--- config.mk ---
export PLATFORM = sky130hd
export DESIGN_NAME = coh_arbiter_n
export DESIGN_NICKNAME = d
export VERILOG_FILES = /design/src/rtl/coh_arbiter_n.sv
export SDC_FILE = /design/constraint.sdc
export NUM_CORES = 1
export LEC_CHECK = 0
export ABC_AREA = 1
export CAP_MARGIN = 5
export CORE_AREA = 10 10 343 345
export CTS_CLUSTER_DIAMETER = 40
export CTS_CLUSTER_SIZE = 25
export DETAILED_ROUTE_END_ITERATION = 8
export DIE_AREA = 0 0 353 355
export GPL_TIMING_DRIVEN = 1
export SLEW_MARGIN = 20
export SYNTH_ARGS = -nofsm -noshare
export SYNTH_HDL_FRONTEND = slang
export SYNTH_SLANG_ARGS = --single-unit
export TNS_END_PERCENT = 50
--- constraint.sdc ---
create_clock -name CLK -period 3.3 [get_ports CLK]
set_input_delay 0.99 -clock CLK [delete_from_list [all_inputs] [get_ports CLK]]
set_output_delay 0.99 -clock CLK [all_outputs]
set_load 0.005 [all_outputs]
--- src/rtl/coh_arbiter_n.sv ---
// coh_arbiter_n: shared-RAM arbiter and snoop broadcaster for CPUS cores.
// Each core has an I-cache and a D-cache port. One owner at a time holds
// the RAM port. Coherence misses snoop every other cache and are filled
// either cache-to-cache (a dirty holder supplies) or from RAM. Separate
// round-robin pointers (dptr for D-side, iptr for I-side) keep grants fair.
//
// Ports:
//   CLK, RST                 clock, asynchronous active-high reset
//   iREN/iaddr -> iwait/iload                 I-cache word fetch
//   dREN/dWEN/daddr/dstore -> dwait/dload     D-cache RAM access
//   cctrans/ccwrite -> ccwait/ccinv/ccsnoopaddr   coherence/snoop
//   grant_id                 index of the current owner (0 when idle)
//   ramREN/ramWEN/ramaddr/ramstore, ramload/ramstate   shared RAM port
//
// Handshake: a requester holds its request until its wait bit is 0 in a
// cycle (that cycle transfers the word), then drops or re-issues it. Wait
// bits fall only in a cycle where ramstate == ACCESS.
module coh_arbiter_n #(
    parameter int CPUS      = 4,
    parameter int AW        = 32,
    parameter int DW        = 32,
    parameter int SNOOP_CYC = 2,
    localparam int IDW      = $clog2(CPUS)
) (
    input  logic                 CLK,
    input  logic                 RST,
    input  logic [CPUS-1:0]      iREN,
    input  logic [CPUS*AW-1:0]   iaddr,
    output logic [CPUS-1:0]      iwait,
    output logic [CPUS*DW-1:0]   iload,
    input  logic [CPUS-1:0]      dREN,
    input  logic [CPUS-1:0]      dWEN,
    input  logic [CPUS*AW-1:0]   daddr,
    input  logic [CPUS*DW-1:0]   dstore,
    output logic [CPUS-1:0]      dwait,
    output logic [CPUS*DW-1:0]   dload,
    input  logic [CPUS-1:0]      cctrans,
    input  logic [CPUS-1:0]      ccwrite,
    output logic [CPUS-1:0]      ccwait,
    output logic [CPUS-1:0]      ccinv,
    output logic [CPUS*AW-1:0]   ccsnoopaddr,
    output logic [IDW-1:0]       grant_id,
    output logic                 ramREN,
    output logic                 ramWEN,
    output logic [AW-1:0]        ramaddr,
    output logic [DW-1:0]        ramstore,
    input  logic [DW-1:0]        ramload,
    input  logic [1:0]           ramstate
);

    localparam int SCW = (SNOOP_CYC > 1) ? $clog2(SNOOP_CYC) : 1;
    localparam logic [1:0] RAM_ACCESS = 2'd2;

    typedef enum logic [2:0] {
        S_IDLE, S_SNOOP, S_C2C, S_RAMRD, S_WB, S_IFETCH
    } state_t;

    state_t          r_state, w_state_nx;
    logic [IDW-1:0]  r_req, w_req_nx;
    logic [IDW-1:0]  r_sup, w_sup_nx;
    logic [IDW-1:0]  r_dptr, w_dptr_nx;
    logic [IDW-1:0]  r_iptr, w_iptr_nx;
    logic [SCW-1:0]  r_scnt, w_scnt_nx;

    logic            w_access;
    logic [AW-1:0]   w_req_daddr, w_sup_daddr, w_req_iaddr;
    logic [DW-1:0]   w_req_dstore, w_sup_dstore;
    logic            w_sup_found;
    logic [IDW-1:0]  w_sup_pick;
    logic            w_snoop_hold;

    // First set bit of v scanning p, p+1, ... modulo CPUS. Scanning in
    // reverse lets the nearest candidate overwrite farther ones.
    function automatic logic [IDW-1:0] rr_pick(input logic [CPUS-1:0] v,
                                               input logic [IDW-1:0]  p);
        logic [IDW-1:0] r;
        int idx;
        r = p;
        for (int k = CPUS - 1; k >= 0; k--) begin
            idx = (int'(p) + k) % CPUS;
            if (v[idx]) r = IDW'(idx);
        end
        return r;
    endfunction

    function automatic logic [IDW-1:0] next_id(input logic [IDW-1:0] p);
        return (int'(p) == CPUS - 1) ? '0 : p + IDW'(1);
    endfunction

    assign w_access     = (ramstate == RAM_ACCESS);
    assign w_req_daddr  = daddr[int'(r_req)*AW +: AW];
    assign w_sup_daddr  = daddr[int'(r_sup)*AW +: AW];
    assign w_req_iaddr  = iaddr[int'(r_req)*AW +: AW];
    assign w_req_dstore = dstore[int'(r_req)*DW +: DW];
    assign w_sup_dstore = dstore[int'(r_sup)*DW +: DW];

    // Lowest-index dirty holder other than the requester.
    always_comb begin
        w_sup_found = 1'b0;
        w_sup_pick  = '0;
        for (int j = CPUS - 1; j >= 0; j--) begin
            if (j != int'(r_req) && ccwrite[j]) begin
                w_sup_found = 1'b1;
                w_sup_pick  = IDW'(j);
            end
        end
    end

    // Snoopees stay frozen from the snoop until the coherence miss ends.
    assign w_snoop_hold = (r_state == S_SNOOP) || (r_state == S_C2C) ||
                          (r_state == S_RAMRD);

    always_comb begin
        w_state_nx  = r_state;
        w_req_nx    = r_req;
        w_sup_nx    = r_sup;
        w_dptr_nx   = r_dptr;
        w_iptr_nx   = r_iptr;
        w_scnt_nx   = r_scnt;
        iwait       = '1;
        dwait       = '1;
        iload       = '0;
        dload       = '0;
        ccwait      = '0;
        ccinv       = '0;
        ccsnoopaddr = '0;
        ramREN      = 1'b0;
        ramWEN      = 1'b0;
        ramaddr     = '0;
        ramstore    = '0;
        grant_id    = (r_state == S_IDLE) ? '0 : r_req;

        if (w_snoop_hold) begin
            for (int j = 0; j < CPUS; j++) begin
                if (j != int'(r_req)) begin
                    ccwait[j]                  = 1'b1;
                    ccinv[j]                   = ccwrite[r_req];
                    ccsnoopaddr[j*AW +: AW]    = w_req_daddr;
                end
            end
        end

        case (r_state)
            S_IDLE: begin
                if (|cctrans) begin
                    w_req_nx   = rr_pick(cctrans, r_dptr);
                    w_scnt_nx  = '0;
                    w_state_nx = S_SNOOP;
                end else if (|dWEN) begin
                    w_req_nx   = rr_pick(dWEN, r_dptr);
                    w_state_nx = S_WB;
                end else if (|iREN) begin
                    w_req_nx   = rr_pick(iREN, r_iptr);
                    w_state_nx = S_IFETCH;
                end
            end
            S_SNOOP: begin
                if (!cctrans[r_req]) begin
                    w_state_nx = S_IDLE;
                end else if (r_scnt == SCW'(SNOOP_CYC - 1)) begin
                    w_sup_nx   = w_sup_pick;
                    w_state_nx = w_sup_found ? S_C2C : S_RAMRD;
                end else begin
                    w_scnt_nx  = r_scnt + SCW'(1);
                end
            end
            S_C2C: begin
                // Supplier's write-through and the requester's fill retire
                // in the same ACCESS cycle.
                ramWEN                          = dWEN[r_sup];
                ramaddr                         = w_sup_daddr;
                ramstore                        = w_sup_dstore;
                dload[int'(r_req)*DW +: DW]     = w_sup_dstore;
                dwait[r_req]                    = !w_access;
                dwait[r_sup]                    = !w_access;
                if (!cctrans[r_req]) begin
                    w_state_nx = S_IDLE;
                    w_dptr_nx  = next_id(r_req);
                end
            end
            S_RAMRD: begin
                ramREN                          = dREN[r_req];
                ramWEN                          = dWEN[r_req];
                ramaddr                         = w_req_daddr;
                dload[int'(r_req)*DW +: DW]     = ramload;
                dwait[r_req]                    = !w_access;
                if (!cctrans[r_req]) begin
                    w_state_nx = S_IDLE;
                    w_dptr_nx  = next_id(r_req);
                end
            end
            S_WB: begin
                ramWEN       = 1'b1;
                ramaddr      = w_req_daddr;
                ramstore     = w_req_dstore;
                dwait[r_req] = !w_access;
                if (w_access) begin
                    w_state_nx = S_IDLE;
                    w_dptr_nx  = next_id(r_req);
                end else if (!dWEN[r_req]) begin
                    w_state_nx = S_IDLE;
                end
            end
            S_IFETCH: begin
                ramREN                          = 1'b1;
                ramaddr                         = w_req_iaddr;
                iload[int'(r_req)*DW +: DW]     = ramload;
                iwait[r_req]                    = !w_access;
                if (w_access) begin
                    w_state_nx = S_IDLE;
                    w_iptr_nx  = next_id(r_req);
                end else if (!iREN[r_req]) begin
                    w_state_nx = S_IDLE;
                end
            end
            default: w_state_nx = S_IDLE;
        endcase
    end

    always_ff @(posedge CLK or posedge RST) begin
        if (RST) begin
            r_state <= S_IDLE;
            r_req   <= '0;
            r_sup   <= '0;
            r_dptr  <= '0;
            r_iptr  <= '0;
            r_scnt  <= '0;
        end else begin
            r_state <= w_state_nx;
            r_req   <= w_req_nx;
            r_sup   <= w_sup_nx;
            r_dptr  <= w_dptr_nx;
            r_iptr  <= w_iptr_nx;
            r_scnt  <= w_scnt_nx;
        end
    end

endmodule

## Word-level counts from Yosys, hierarchy flattened

Cells that the tools add are included.

- Bits in latches: 0
- Register bits after elaboration: 12
- Memories kept: 0
- ROM bits: 0
- Memory bits (writable): 0

- Multipliers: 0
- Reductions and logical operators: 31
- Div/mod/pow operators: 0
- Mux-type cells: 117
- Bitwise logic cells: 10
- $add $sub $neg: 9
- Eq/ne operators: 18
- Shift-type cells: 8
- $lt $le $gt $ge: 12

Operator list:

| kind | count |
|---|---|
| 128-bit by 8-bit variable part select with 32-bit output | 5 |
| 128-bit AND | 2 |
| 128-bit two-way mux | 2 |
| 128-bit case mux with 2 select lines | 1 |
| 32-bit by 33-bit variable part select with 128-bit output | 2 |
| 32-bit two-way mux | 4 |
| 32-bit by 33-bit variable shift with 128-bit output (first input constant) | 1 |
| 32-bit case mux with 3 select lines | 1 |
| 32-bit case mux with 2 select lines | 1 |
| 2-bit two-way mux | 23 |
| 1-bit two-way mux | 45 |
| 1-bit binary-select mux with 2-bit select | 18 |
| 7-bit negation with 33-bit output | 1 |
| 3-bit two-way mux | 10 |
| 3-bit by 4-bit less-than comparator with 1-bit output (second input constant) | 6 |
| 2-bit OR reduction | 8 |
| 3-bit case mux with 5 select lines | 1 |
| 2-bit by 3-bit less-than comparator with 1-bit output (second input constant) | 4 |
| 4-bit two-way mux | 3 |
| 4-bit OR reduction | 3 |
| 3-bit inequality test (second input constant) | 3 |
| 3-bit AND reduction | 3 |
| 2-bit adder (second input constant) | 4 |
| 4-bit case mux with 2 select lines | 1 |
| other kinds (29) | 53 |

## Logic depth before layout (Yosys ltp)

- Depth in word-level cells: 13
- Mapped depth: 15

## Worst setup path before layout

Ideal clock, no wire load.

- Kind: register to output
- From: register r_req[0]
- To: output port dload[0]
- Data arrival time: 2,525 ps
- Cell stages (with the launch flop): 12
- Path slack: -215 ps
- Buffers on the path: 6
- Path through: dfrtp_1 -> buf_2 -> inv_1 -> buf_2 -> buf_2 -> buf_2 -> ha_1 -> nor3_2 -> inv_1 -> buf_2 -> clkbuf_1 -> o32ai_1

- Word-level cells in the longest chain between the ends: 4
- Elaborated cells between the ends (all ways): 7
- Classes of those cells: 1 x add/sub; 3 x shift; 1 x mux; 2 x bitwise

RTL lines:

| item | RTL line | RTL |
|---|---|---|
| start: declaration | 59 | `logic [IDW-1:0] r_req, w_req_nx;` |
| start signal: assignment | 230 | `r_req <= w_req_nx;` |
| 7-bit negation with 33-bit output * | 173, 185 |  |
| 32-bit by 33-bit variable part select with 128-bit output (tied with other cells) | 185 | `dload[int'(r_req)*DW +: DW] = ramload;` |
| 128-bit AND (no source line) | n/a |  |
| 128-bit case mux with 2 select lines * | 143 | `case (r_state)` |
| end: declaration | 36 | `output logic [CPUS*DW-1:0] dload,` |

Mark *: on every way between the ends. The rest lies on a longest branch, timed or not.

## Final worst setup path

- From: input port ramload[20]
- To: output port iload[116]

- Word-level cells in the longest chain between the ends: 3

RTL lines:

| item | RTL line | RTL |
|---|---|---|
| start: declaration | 47 | `input logic [DW-1:0] ramload,` |
| 32-bit by 33-bit variable part select with 128-bit output | 207 | `iload[int'(r_req)*DW +: DW] = ramload;` |
| 128-bit AND (no source line) | n/a |  |
| 128-bit two-way mux | 143 |  |
| end: declaration | 30 | `output logic [CPUS*DW-1:0] iload,` |

No other way between the ends.

==> results.json <==
{
  "status": "finished with violations",
  "violations": "setup timing",
  "p_comb_frac": 0.972,
  "cp_num_buf_inv": 4,
  "cts.htree.levels": 1,
  "use_met3": 0.0571,
  "cp_data_required_time_ns": 2.31,
  "numPortBuffers": 907,
  "min_path_cells": 2,
  "power.internal_uw": 8820,
  "r2r_setup_slack_ns": 0.97,
  "netlist_area_mm2": 0.0101,
  "io_pins": 908,
  "path_clk_slew_ns": 0.04,
  "p_clk_frac": 0.011,
  "die_h_um": 355,
  "synthCells": 2083,
  "use_met1": 0.227,
  "final_cell_count_no_fill": 4841,
  "crit_family": "buffers and inverters",
  "grt_pass1_vias": 21300,
  "crit_path_cell_trace": "clkdlybuf4s50_1 -> inv_2 -> nor2_1 -> nand2_1 -> buf_4 -> nor2_1 -> dlygate4sd2_1",
  "wire_per_inst_um": 28.9,
  "ys_warn_count": 0,
  "syn_avg_cell_area_um2": 4.84,
  "busiest_layer": "met2",
  "clock_path_buffers": 2,
  "cp-end-kind": "output port",
  "utilization": 0.245,
  "crit_slowest_cell": "clkdlybuf4s50_1",
  "powerDensity_mw_per_mm2": 755,
  "grt_use_met2": 0.361,
  "routed_wl_um": 140000,
  "routed_via_density": 4.49,
  "hold_viol_final": 0,
  "first_pass_iters": 7,
  "overflow": 0,
  "die_w_um": 353,
  "setup_violations": 13,
  "grt_usage": 0.203,
  "numCtsBuffers": 3,
  "irDropWorstVdd_mv": 0.849,
  "p_sw_frac": 0.568,
  "crit_arrival_ns": 2.36,
  "slew_headroom": 0.497,
  "synth-seq-cells": 12,
  "rows": 122,
  "cts_root_buffer": "clkbuf_16",
  "grt_start_max_net_pins": 91,
  "nets": 3784,
  "hold_class": "reg -> reg",
  "final_area_mm2": 0.0271,
  "place.gp.congestion": 0.994,
  "drv_slew": 0,
  "clk_latency_ns": 0.24,
  "placed_area_mm2": 0.0244,
  "rsz0062_at_grt": "yes",
  "finalSetupTns_ns": -0.291,
  "worst_pin_slew_ns": 0.752,
  "yosys.area.top_type_share": 0.234,
  "p_seq_frac": 0.017,
  "start_util": 0.0914,
  "dp_hpwl_um": 113000,
  "antenna_found_initial": 52,
  "path_common_cell": "nor2_1",
  "whs_ns": 0.509,
  "drt_iter0_markers": 1855,
  "clock-sinks": 12,
  "crit_path_max_incr_delay_ns": 0.52,
  "core_mm2": 0.110,
  "ant_nets": 0,
  "die-area_mm2": 0.125,
  "drive_gt1_frac": 0.397,
  "cp-start-kind": "input port",
  "maxCapViolCount": 0,
  "placed_cells": 4694,
  "clock.fmax_ghz": 0.299,
  "ys_types": 38,
  "syn_nets": 2531,
  "p_switching_uw": 11600,
  "vias": 21800,
  "min_period_ns": 3.35,
  "fin_crit_sh": 1.01,
  "critPathKind": "in -> out",
  "timing.rr.end": "r_state[0]",
  "holdCritStartpoint": "r_scnt",
  "finClkSkew_ns": 0.00289,
  "area_delta_synth_final_pct": 168,
  "cts_tree": "done",
  "r2r_cells": 12,
  "p_leak_uw": 0.0124,
  "fillers": 12400,
  "synth-seq-area-share": 0.0298,
  "min_to": "r_scnt",
  "yosys.area.top_type": "nand2_1",
  "setup_ws_ns": -0.0460,
  "synthTopCellsByArea": "nand2_1, nor2_1, o21ai_0, o22ai_1, a21oi_1",
  "grt_pass1_wl_um": 182000,
  "cp_max_fo": 3,
  "r2r-start": "r_req[1]",
  "drcViolationCount": 0
}
-- registers in the layout (all words and copies together), names as in the netlist --
| name | flops |
|---|---|
| r_dptr | 2 |
| r_iptr | 2 |
| r_req | 2 |
| r_scnt | 1 |
| r_state | 3 |
| r_sup | 2 |
-- placed cells by master, fill, tap and decap left out, types with 43 or more instances in the layout --
master           Yosys  routed
nand2_1            628     554
buf_4                7     411
nor2_1             332     280
clkdlybuf4s50_1      0     270
dlygate4sd2_1        0     189
clkbuf_2             0     145
o21ai_0            141     117
buf_2               50     109
a21oi_1            107     105
buf_6                0      86
inv_1              129      83
buf_12               0      83
nand3_1            103      77
dlymetal6s2s_1       0      70
nand2_2              0      66
o22ai_1            104      63
inv_2               11      43
-- metrics by stage --
| step | setup WS (ns) | power, µW |
|---|---|---|
| final | -0.0460 | 20400 |
| after global routing | -0.0995 | 21700 |
| after CTS | -0.260 | 19400 |
| after detailed placement | -1.03 | 17800 |
| after global placement | -1.26 | 17700 |
| after floorplan | 0.0159 | 7180 |
-- power groups by stage --
stage          Combinational [µW]  Sequential [µW]  Clock [µW]
4_1_cts                     18800              335         219
3_5_place_dp                17500              327           0
2_1_floorplan                6900              278           0
5_1_grt                     21100              357         225
6_report                    19900              344         219
3_3_place_gp                17400              325           0
-- cells in the mapped netlist (all sizes together) --
master and instances:
inv 140, nand3 103, a31oi 1, clkbuf 101, o31ai 26, nand3b 2
buf 93, o21a 2, nor4 4, o211ai 39, nand2 628, a21oi 107
a221oi 22, o21ai 146, o22ai 104, nor2 338, nor3 63, o32ai 32
o2bb2ai 6, o21bai 1, a22oi 10, or2 16, clkinv 1, ha 8
dfrtp 12, nand4 33, a221o 16, a32o 29
-- kinds of logic (layout without fill, tap and decap cells) --
family                   count (synthesis)  in the layout  share of synthesized area
other                                    0             19                          0
buffers and inverters                  335           1585                      0.133
AO/OA/AOI/OAI                          541            541                      0.346
AND/OR/NAND/NOR                       1187           1188                      0.481
flip-flops                              12             12                     0.0298
adder cells (fa/ha/maj)                  8              8                    0.00992
-- worst max path at each step --
stage                   endpoint   startpoint  slack [ns]  cells past startpoint
CTS                    iload[98]   ramload[2]       -0.26                      6
global placement    ramstore[24]   dstore[56]       -1.26                      8
floorplan               dload[0]     r_req[0]        0.02                     11
finish                iload[116]  ramload[20]       -0.05                      7
detailed placement     dload[63]   dstore[31]       -1.03                      9
global route           dload[72]     r_req[1]        -0.1                     13
-- final cells by class --
type                            count  area (µm²)  area share
Antenna cell                       19        47.5     0.00176
Clock buffer                        3        75.1     0.00277
Inverter                          141         588      0.0217
Multi-Input combinational cell   1737       10800       0.400
Sequential cell                    12         309      0.0114
Tap cell                         1488        1860      0.0688
Timing Repair Buffer             1441       13400       0.494
-- routing by layer --
layer,wire (µm),part of all wire,vias to the layer above
li1,-,-,9716
met1,51300,0.37,10400
met2,67600,0.48,1288
met3,12500,0.090,306
met4,8070,0.058,48
met5,305,0.0022,-
-- tightest hold or removal path: cells and delay by family, from the launching register on --
family / cells / cell delay, ns
AOI/OAI and AO/OA: 1 / 0.08
DFF: 1 / 0.33
and+or+nand+nor: 1 / 0.06
-- timing repair --
action,in CTS,in global routing
hold buffers,0,0
buffers inserted,92,41
resized for setup,1319,664
setup endpoints to repair,456,399
pin swaps,124,114
cloned,9,6
Power figures use the tool's default switching activity.
